`src/rtl/sched_pkg.sv`:
```
// Shared types for the scheduler queue-head arbiter.
package sched_pkg;

  typedef enum logic {
    SEL_FIXED = 1'b0,
    SEL_RR    = 1'b1
  } sel_mode_e;

  typedef enum logic {
    ARB_IDLE,
    ARB_OFFER
  } arb_state_e;

endpackage

```
`src/rtl/sched_head_arbiter_prio_enc.sv`:
```
// prio_enc_from: find-first-set in req, searching upward from start and
// wrapping from N-1 back to 0.
//   req   : request vector
//   start : first index examined (must be < N)
//   found : any bit of req set
//   idx   : index of the first set bit at or after start (wrapped)
module prio_enc_from #(
  parameter int unsigned N     = 16,
  parameter int unsigned IDX_W = $clog2(N)
) (
  input  logic [N-1:0]     req,
  input  logic [IDX_W-1:0] start,
  output logic             found,
  output logic [IDX_W-1:0] idx
);

  always_comb begin
    logic [IDX_W:0] pos;
    found = 1'b0;
    idx   = '0;
    pos   = '0;
    for (int unsigned i = 0; i < N; i++) begin
      // Explicit wrap so N need not be a power of two.
      pos = {1'b0, start} + (IDX_W+1)'(i);
      if (pos >= (IDX_W+1)'(N)) begin
        pos = pos - (IDX_W+1)'(N);
      end
      if (!found && req[pos[IDX_W-1:0]]) begin
        found = 1'b1;
        idx   = pos[IDX_W-1:0];
      end
    end
  end

endmodule

```
`src/rtl/sched_head_arbiter.sv`:
```
// Registered queue-head selector: picks one eligible TID slot (fixed
// priority or round-robin) and offers it on a valid/ready handshake.
//   clk, rst_n       : clock, synchronous active-low reset
//   in_tid           : TID per slot
//   schden_flag_sel  : per-slot eligible flag
//   sel_mode         : 0 fixed priority, 1 round-robin
//   qhead_ready      : dispatch accepts the offered head
//   qhead_valid/tid/idx : offered head
//   grant_onehot     : one-hot of qhead_idx in the accept cycle
module sched_head_arbiter
  import sched_pkg::*;
#(
  parameter int unsigned       N_ENTRIES   = 16,
  parameter int unsigned       TID_W       = 4,
  parameter logic [TID_W-1:0]  DEFAULT_TID = 4'hF,
  localparam int unsigned      IDX_W       = $clog2(N_ENTRIES)
) (
  input  logic                 clk,
  input  logic                 rst_n,
  input  logic [TID_W-1:0]     in_tid [N_ENTRIES-1:0],
  input  logic [N_ENTRIES-1:0] schden_flag_sel,
  input  logic                 sel_mode,
  input  logic                 qhead_ready,
  output logic                 qhead_valid,
  output logic [TID_W-1:0]     qhead_tid,
  output logic [IDX_W-1:0]     qhead_idx,
  output logic [N_ENTRIES-1:0] grant_onehot
);

  arb_state_e           state_q, state_d;
  logic [IDX_W-1:0]     rr_ptr;
  logic [IDX_W-1:0]     next_ptr;
  logic [IDX_W-1:0]     enc_start;
  logic [N_ENTRIES-1:0] cand;
  logic                 accept;
  logic                 win_found;
  logic [IDX_W-1:0]     win_idx;
  logic                 valid_d;
  logic [TID_W-1:0]     tid_d;
  logic [IDX_W-1:0]     idx_d;

  // Reset drops an in-flight offer without a grant pulse.
  assign accept = qhead_valid & qhead_ready & rst_n;

  always_comb begin
    grant_onehot = '0;
    if (accept) begin
      grant_onehot[qhead_idx] = 1'b1;
    end
  end

  // The grant doubles as the suppression mask for a stale flag.
  assign cand     = schden_flag_sel & ~grant_onehot;
  assign next_ptr = (qhead_idx == IDX_W'(N_ENTRIES - 1)) ? '0 : qhead_idx + IDX_W'(1);

  always_comb begin
    enc_start = '0;
    if (sel_mode_e'(sel_mode) == SEL_RR) begin
      enc_start = accept ? next_ptr : rr_ptr;
    end
  end

  prio_enc_from #(
    .N     (N_ENTRIES),
    .IDX_W (IDX_W)
  ) u_enc (
    .req   (cand),
    .start (enc_start),
    .found (win_found),
    .idx   (win_idx)
  );

  always_comb begin
    state_d = state_q;
    valid_d = qhead_valid;
    tid_d   = qhead_tid;
    idx_d   = qhead_idx;
    unique case (state_q)
      ARB_IDLE: begin
        if (win_found) begin
          valid_d = 1'b1;
          tid_d   = in_tid[win_idx];
          idx_d   = win_idx;
          state_d = ARB_OFFER;
        end else begin
          valid_d = 1'b0;
          tid_d   = DEFAULT_TID;
        end
      end
      ARB_OFFER: begin
        if (accept) begin
          if (win_found) begin
            valid_d = 1'b1;
            tid_d   = in_tid[win_idx];
            idx_d   = win_idx;
          end else begin
            valid_d = 1'b0;
            tid_d   = DEFAULT_TID;
            state_d = ARB_IDLE;
          end
        end
      end
      default: state_d = ARB_IDLE;
    endcase
  end

  always_ff @(posedge clk) begin
    if (!rst_n) begin
      state_q     <= ARB_IDLE;
      qhead_valid <= 1'b0;
      qhead_tid   <= DEFAULT_TID;
      qhead_idx   <= '0;
      rr_ptr      <= '0;
    end else begin
      state_q     <= state_d;
      qhead_valid <= valid_d;
      qhead_tid   <= tid_d;
      qhead_idx   <= idx_d;
      if (accept) begin
        rr_ptr <= next_ptr;
      end
    end
  end

endmodule

```
`config.mk`:
```
export PLATFORM = sky130hd
export DESIGN_NAME = sched_head_arbiter
export DESIGN_NICKNAME = d
export VERILOG_FILES = /design/src/rtl/sched_pkg.sv /design/src/rtl/sched_head_arbiter_prio_enc.sv /design/src/rtl/sched_head_arbiter.sv
export SDC_FILE = /design/constraint.sdc
export NUM_CORES = 1
export LEC_CHECK = 0
export ABC_AREA = 1
export BUFFER_PORTS_ARGS = -buffer_cell sky130_fd_sc_hd__buf_2
export CORE_UTILIZATION = 55
export CTS_BUF_LIST = sky130_fd_sc_hd__clkbuf_4
export DETAILED_ROUTE_END_ITERATION = 8
export PLACE_DENSITY = 0.81
export RECOVER_POWER = 25
export REMOVE_ABC_BUFFERS = 1
export SETUP_SLACK_MARGIN = 0.5
export SYNTH_ARGS = -nofsm -noshare
export SYNTH_HDL_FRONTEND = slang
export SYNTH_HIERARCHICAL = 1
export SYNTH_SLANG_ARGS = --single-unit
```
`constraint.sdc`:
```
create_clock -name clk -period 10.9 [get_ports clk]
set_clock_uncertainty 0.15 [all_clocks]
set_input_delay 1.09 -clock clk [delete_from_list [all_inputs] [get_ports clk]]
set_output_delay 1.09 -clock clk [all_outputs]
set_load 0.05 [all_outputs]
```
=== Word level (Yosys, flattened, before mapping) ===
Cells that the tools add are included.

* Flip-flop bits (word level): 14
* Bits of input ports: 84
* Output and inout bits: 25
* Word-level logic and storage cells: 209

* Add/subtract/negate cells: 32
* Order comparisons: 35
* Eq/ne operators: 2
* Muxes and demuxes: 99
* Bitwise gates (word level): 5
* Reduce and logical (&&, ||, !) cells: 31

{| class="wikitable"
|+ Operators with widths
! cell !! number
|-
| 4-bit two-way mux || 40
|-
| 4-bit by 5-bit less-than comparator with 1-bit output (second input constant) || 18
|-
| 5-bit >= comparator (second input constant) || 15
|-
| 1-bit binary-select mux with 4-bit select || 16
|-
| 4-bit by 1-bit subtractor with 4-bit output (second input constant) || 16
|-
| 4-bit by 4-bit adder with 5-bit output (second input constant) || 8
|-
| 1-bit two-way mux || 36
|-
| 4-bit by 3-bit adder with 5-bit output (second input constant) || 4
|-
| 16-bit bitwise AND || 1
|-
| 4-bit binary-select mux with 4-bit select || 1
|-
| 1-bit logical AND || 16
|-
| 16-bit two-way mux || 1
|-
| 16-bit NOT || 1
|-
| 4-bit one-hot mux with 2 select lines || 2
|-
| 1-bit logical NOT || 15
|-
| 4-bit by 2-bit adder with 5-bit output (second input constant) || 2
|-
| 4-bit by 1-bit adder with 5-bit output (second input constant) || 1
|-
| 4-bit by 5-bit >= comparator with 1-bit output (second input constant) || 1
|-
| 4-bit by 1-bit adder with 4-bit output (second input constant) || 1
|-
| 1-bit demux with 4-bit select || 1
|-
| 4-bit equality test (second input constant) || 1
|-
| 4-bit by 1-bit >= comparator with 1-bit output (second input constant) || 1
|-
| 1-bit one-hot mux with 2 select lines || 2
|-
| 1-bit bitwise AND || 2
|-
| other kinds (2) || 2
|}

=== Depth between registers and ports, before layout ===
* Depth in word-level cells: 60
* Mapped depth: 39
* Mapped depth without buffers: 36

=== By module ===
The synthesis kept the hierarchy.

{| class="wikitable"
|+ Modules (own cells, without submodules)
! module !! times used !! cells an instance !! area each (µm²) !! sequential area each (µm²)
|-
| prio_enc_from || 1 || 342 || 1,806.7 || 0.0
|-
| sched_head_arbiter || 1 || 325 || 1,649.1 || 280.3
|}

=== Worst setup path after synthesis ===
OpenSTA, ideal clock, no wires.

* Path kind: input -> register
* Start point: input port rst_n
* End point: register qhead_tid[2]
* Setup time: 0.123 ns
* Arrival time: 4.810 ns
* Required time: 10.627 ns
* Setup slack: 5.817 ns
* Cell stages on the path: 36
* Path buffers: 4
* Path through: nand3_2 > nor2_1 > a22oi_1 > nor2_1 > inv_2 > buf_6 > ha_1 > inv_1 > buf_2 > nand3_1 > nand3_1 > nand2_1 > nand2_2 > nand2_4 > nor2_8 > nand4_4 > nor3_2 > nand4_2 > nor2_4 > nand3_4 > nor2_4 > nand2_1 > nand2_1 > nand2_1 > nand2_1 > buf_6 > buf_4 > nand2_1 > nand3_1 > nand2_1 > nand2_1 > nand2_1 > nand2_1 > nand3_1 > nand2_1 > nand2_1

* Cells in the longest elaborated chain, start to end: 58
* Elaborated cells on any way between the ends: 169
* Those cells by class: add/sub: 31; order compare: 16; eq/ne: 1; mux: 88; bitwise: 3; reduce/logical: 30

{| class="wikitable"
|+ Ends and longest elaborated chain
! element !! line !! source
|-
| start: declaration || sched_head_arbiter.sv:19 || <nowiki>input logic rst_n,</nowiki>
|-
| 1-bit bitwise AND (*) || sched_head_arbiter.sv:43 || <nowiki>assign accept = qhead_valid & qhead_ready & rst_n;</nowiki>
|-
| 4-bit two-way mux (*) || -- ||
|-
| 4-bit two-way mux (*) || sched_head_arbiter.sv:58 || <nowiki>if (sel_mode_e'(sel_mode) == SEL_RR) begin</nowiki>
|-
| via enc_start[0] || sched_head_arbiter.sv:33 || <nowiki>logic [IDX_W-1:0] enc_start;</nowiki>
|-
| branches (longest 49 deep; another with 4-bit by 1-bit adder with 5-bit output) || -- ||
|-
| 4-bit two-way mux (*) || sched_head_arbiter_prio_enc.sv:28 || <nowiki>if (!found && req[pos[IDX_W-1:0]]) begin</nowiki>
|-
| via win_idx[0] || sched_head_arbiter.sv:37 || <nowiki>logic [IDX_W-1:0] win_idx;</nowiki>
|-
| 4-bit binary-select mux with 4-bit select (*) || sched_head_arbiter.sv:82, sched_head_arbiter.sv:94 ||
|-
| 4-bit two-way mux (not written as such) (*) || sched_head_arbiter.sv:82, sched_head_arbiter.sv:94 ||
|-
| 4-bit two-way mux (*) || sched_head_arbiter.sv:80, sched_head_arbiter.sv:92 ||
|-
| 4-bit two-way mux || sched_head_arbiter.sv:91 || <nowiki>if (accept) begin</nowiki>
|-
| 4-bit one-hot mux with 2 select lines (*) || sched_head_arbiter.sv:78 || <nowiki>unique case (state_q)</nowiki>
|-
| end signal: assignment || sched_head_arbiter.sv:117 || <nowiki>qhead_tid <= tid_d;</nowiki>
|-
| end: declaration || sched_head_arbiter.sv:25 || <nowiki>output logic [TID_W-1:0] qhead_tid,</nowiki>
|}

Mark *: on every way through the listed nets, which the timed path passes. The select of a mux whose other input is x is not followed.
A chain may end at the register's enable or synchronous reset.

=== Worst setup path in the final report ===
* Start point: input port rst_n
* End point: register qhead_tid[0]

The elaborated chain is that of the path after synthesis.

==> impl_metrics.py <==
metrics = {
    "outcome": {
        "outcome": "complete, no violations",
    },
    "placed_design": {
        "place_ws_ps": 3883,
        "dp_hpwl_um": 9056,
        "port_buffers": 108,
        "routabilityCongestion": 0.9348,
        "placed_area_um2": 3950,
    },
    "floorplan": {
        "die_area_um2": 6604,
        "die_w_um": 81.27,
        "core_area_um2": 5991,
        "num_io_pins": 109,
        "fp-row-count": 28,
        "die_y_um": 81.27,
        "start_util": 0.5769,
    },
    "sta": {
        "rsz0062_at_grt": "no",
        "fin_crit_sh": 0.6609,
        "worstMarginPinSlew_ps": 1092,
        "drv_slew": 0,
        "hold_viol": 0,
        "worst_slack_ps": 3696,
        "setup_viol": 0,
        "max_freq_mhz": 138.8,
        "slew-limit-headroom": 0.2699,
        "finalSetupTns_ps": 0,
        "holdWs_ps": 369.5,
        "layout_min_cycle_time_ps": 7204,
    },
    "finish": {
        "n_fill_cell": 611,
        "syn_to_final_growth_pct": 14.70,
        "fin_area_um2": 3964,
        "antenna_cells": 0,
        "drive_above_1_share": 0.1945,
        "fin_nets": 857,
    },
    "synth": {
        "synthFlopType": "dfxtp_1",
        "avgSynthCellArea_um2": 5.181,
        "synth.area.top_cells": "nand2_1 22%, nand3_1 21%, inv_1 11%",
        "yosys-top-cells-count": "199 x nand2_1, 148 x nand3_1, 97 x inv_1, 83 x nor2_1, 15 x nand4_1",
        "synth.largest_area_cell": "nand2_1",
        "synth_cell_types": 39,
        "synth_most_common_cell": "nand2_1",
        "ys_warn_count": 6,
        "ys_ff_latch": 14,
        "synth-edff-count": 0,
        "netlist_instances": 667,
        "seq_area_frac_synth": 0.08110,
        "synth_top_area_frac": 0.2161,
        "synthArstFlopShare": 0,
        "netlist_area_um2": 3456,
    },
    "critical_path": {
        "endpoint_kind": "flop",
        "crit_top_cell": "nand2_1",
        "crit_path_max_fanout": 34,
        "slowest_delay_ps": 800,
        "cp-start-kind": "primary input",
        "critPathTopFamily": "simple AND/OR/NAND/NOR gates",
        "crit_type": "in -> reg",
        "critPathBufInv": 5,
        "cp_slowest_cell": "nand2_1",
        "required_ps": 10910,
        "worst-endpoint-arrival_ps": 7210,
    },
    "routing": {
        "wl_per_cell_um": 13.19,
        "postRouteAntennaNets": 0,
        "drt-total-wl_um": 11030,
        "first_pass_iters": 6,
        "avgViaCountPerCell": 5.556,
        "drt_iter0_markers": 310,
        "vias": 4645,
        "drc_errors": 0,
    },
    "clocking": {
        "cts.sinks": 14,
        "cts-root-buf": "clkbuf_4",
        "clkLatencyLatePin_ps": 280,
        "clkSlewWorstSetupHoldPaths_ps": 90,
        "post-cts-setup-buffers": 0,
        "cts_max_path_buffers": 2,
        "htreeDepth": 1,
        "ctsHoldBuffers": 0,
        "numCtsBuffers": 3,
        "cts_tree": "done",
        "cts_resized": 0,
    },
    "power": {
        "p_per_area_nw_per_um2": 91.87,
        "p_leak_nw": 2.287,
        "peakVddDrop_uv": 92.95,
    },
    "run": {
        "max-cap-violations": 0,
    },
    "global_routing": {
        "grt_max_degree": 35,
        "grt_pass1_wl_um": 17930,
        "grt_usage": 0.3432,
        "grt_overflow": 0,
        "antenna_found_initial": 0,
        "grt_pass1_vias": 4014,
    },
    "min_path": {
        "hold_path.class": "reg -> reg",
    },
}
-- layout by cell type, fill, tap and decap left out, types with 2 or more instances in the layout --
| master | n |
|---|---|
| a21oi_1 | 14 |
| buf_2 | 102 |
| buf_4 | 3 |
| clkbuf_1 | 6 |
| clkbuf_4 | 3 |
| dfxtp_1 | 14 |
| ha_1 | 11 |
| inv_1 | 97 |
| inv_2 | 5 |
| inv_4 | 2 |
| nand2_1 | 199 |
| nand2_2 | 9 |
| nand3_1 | 149 |
| nand3b_1 | 2 |
| nand4_1 | 15 |
| nand4_2 | 3 |
| nor2_1 | 83 |
| nor2_4 | 4 |
| nor3_2 | 3 |
| o21ai_0 | 8 |
| o21ai_1 | 2 |
| or2_2 | 4 |
| xnor2_1 | 3 |
| xor2_1 | 3 |
| xor2_2 | 3 |
-- final cells by class --
type	count	area, um^2	share of cell area
Clock inverter	1	3.754	0.0009470
Timing Repair Buffer	111	555.5	0.1402
Inverter	104	395.4	0.09975
Multi-Input combinational cell	528	2613	0.6591
Tap cell	75	93.84	0.02367
Clock buffer	3	22.52	0.005682
Sequential cell	14	280.3	0.07071
-- metal layers --
metal	wire, um	track usage	share of wire
met5	0	0	0
met2	4945	0.5800	0.45
met1	4878	0.4627	0.44
met4	195	0.08214	0.018
met3	1005	0.03258	0.091
-- final timing paths --
| path | from | endpoint | slack (ps) | cells past startpoint |
|---|---|---|---|---|
| worst max register to register | qhead_idx[0] | qhead_tid[0] | 4410 | 33 |
| worst max-delay path | rst_n | qhead_tid[0] | 3700 | 33 |
| worst min-delay path | qhead_valid | qhead_valid | 370 | 2 |
| worst min register to register | qhead_valid | qhead_valid | 370 | 2 |
-- tightest hold or removal path: stages (launching register included) --
cell and delay, ps:
dfxtp_1 330, nor2_1 100, nor2_1 50
-- report_power, final --
group / internal [mW] / switching [mW] / total [mW]
sequential: 0.0570 / 0.00521 / 0.0622
combinational: 0.0822 / 0.190 / 0.272
clock: 0.0133 / 0.0162 / 0.0294
total: 0.152 / 0.212 / 0.364
-- through the flow --
| stage | utilization | power [mW] | std cells |
|---|---|---|---|
| floorplan | - | 0.2616 | 646 |
| global placement | 0.6594 | 0.3287 | 832 |
| detailed placement | 0.6594 | 0.3313 | 832 |
| CTS | 0.6637 | 0.3613 | 836 |
| global route | 0.6617 | 0.3993 | 836 |
| finish | 0.6617 | 0.3641 | 836 |
-- flip-flops by register name, indices dropped and copies added, names as in the netlist --
| name | count |
|---|---|
| qhead_idx | 4 |
| qhead_tid | 4 |
| qhead_valid | 1 |
| rr_ptr | 4 |
| state_q | 1 |
-- cell families (layout without fill, tap and decap cells) --
kind of cell,count (synthesis),in the layout,synth area share
buffers and inverters,125,219,0.1615
adder cells (fa/ha/maj),11,11,0.03983
flip-flops,14,14,0.08110
AO/OA/AOI/OAI,31,31,0.05214
AND/OR/NAND/NOR,476,476,0.6332
XOR/XNOR,9,9,0.02933
multiplexers,1,1,0.002897
(Power assumes the default switching activity.)
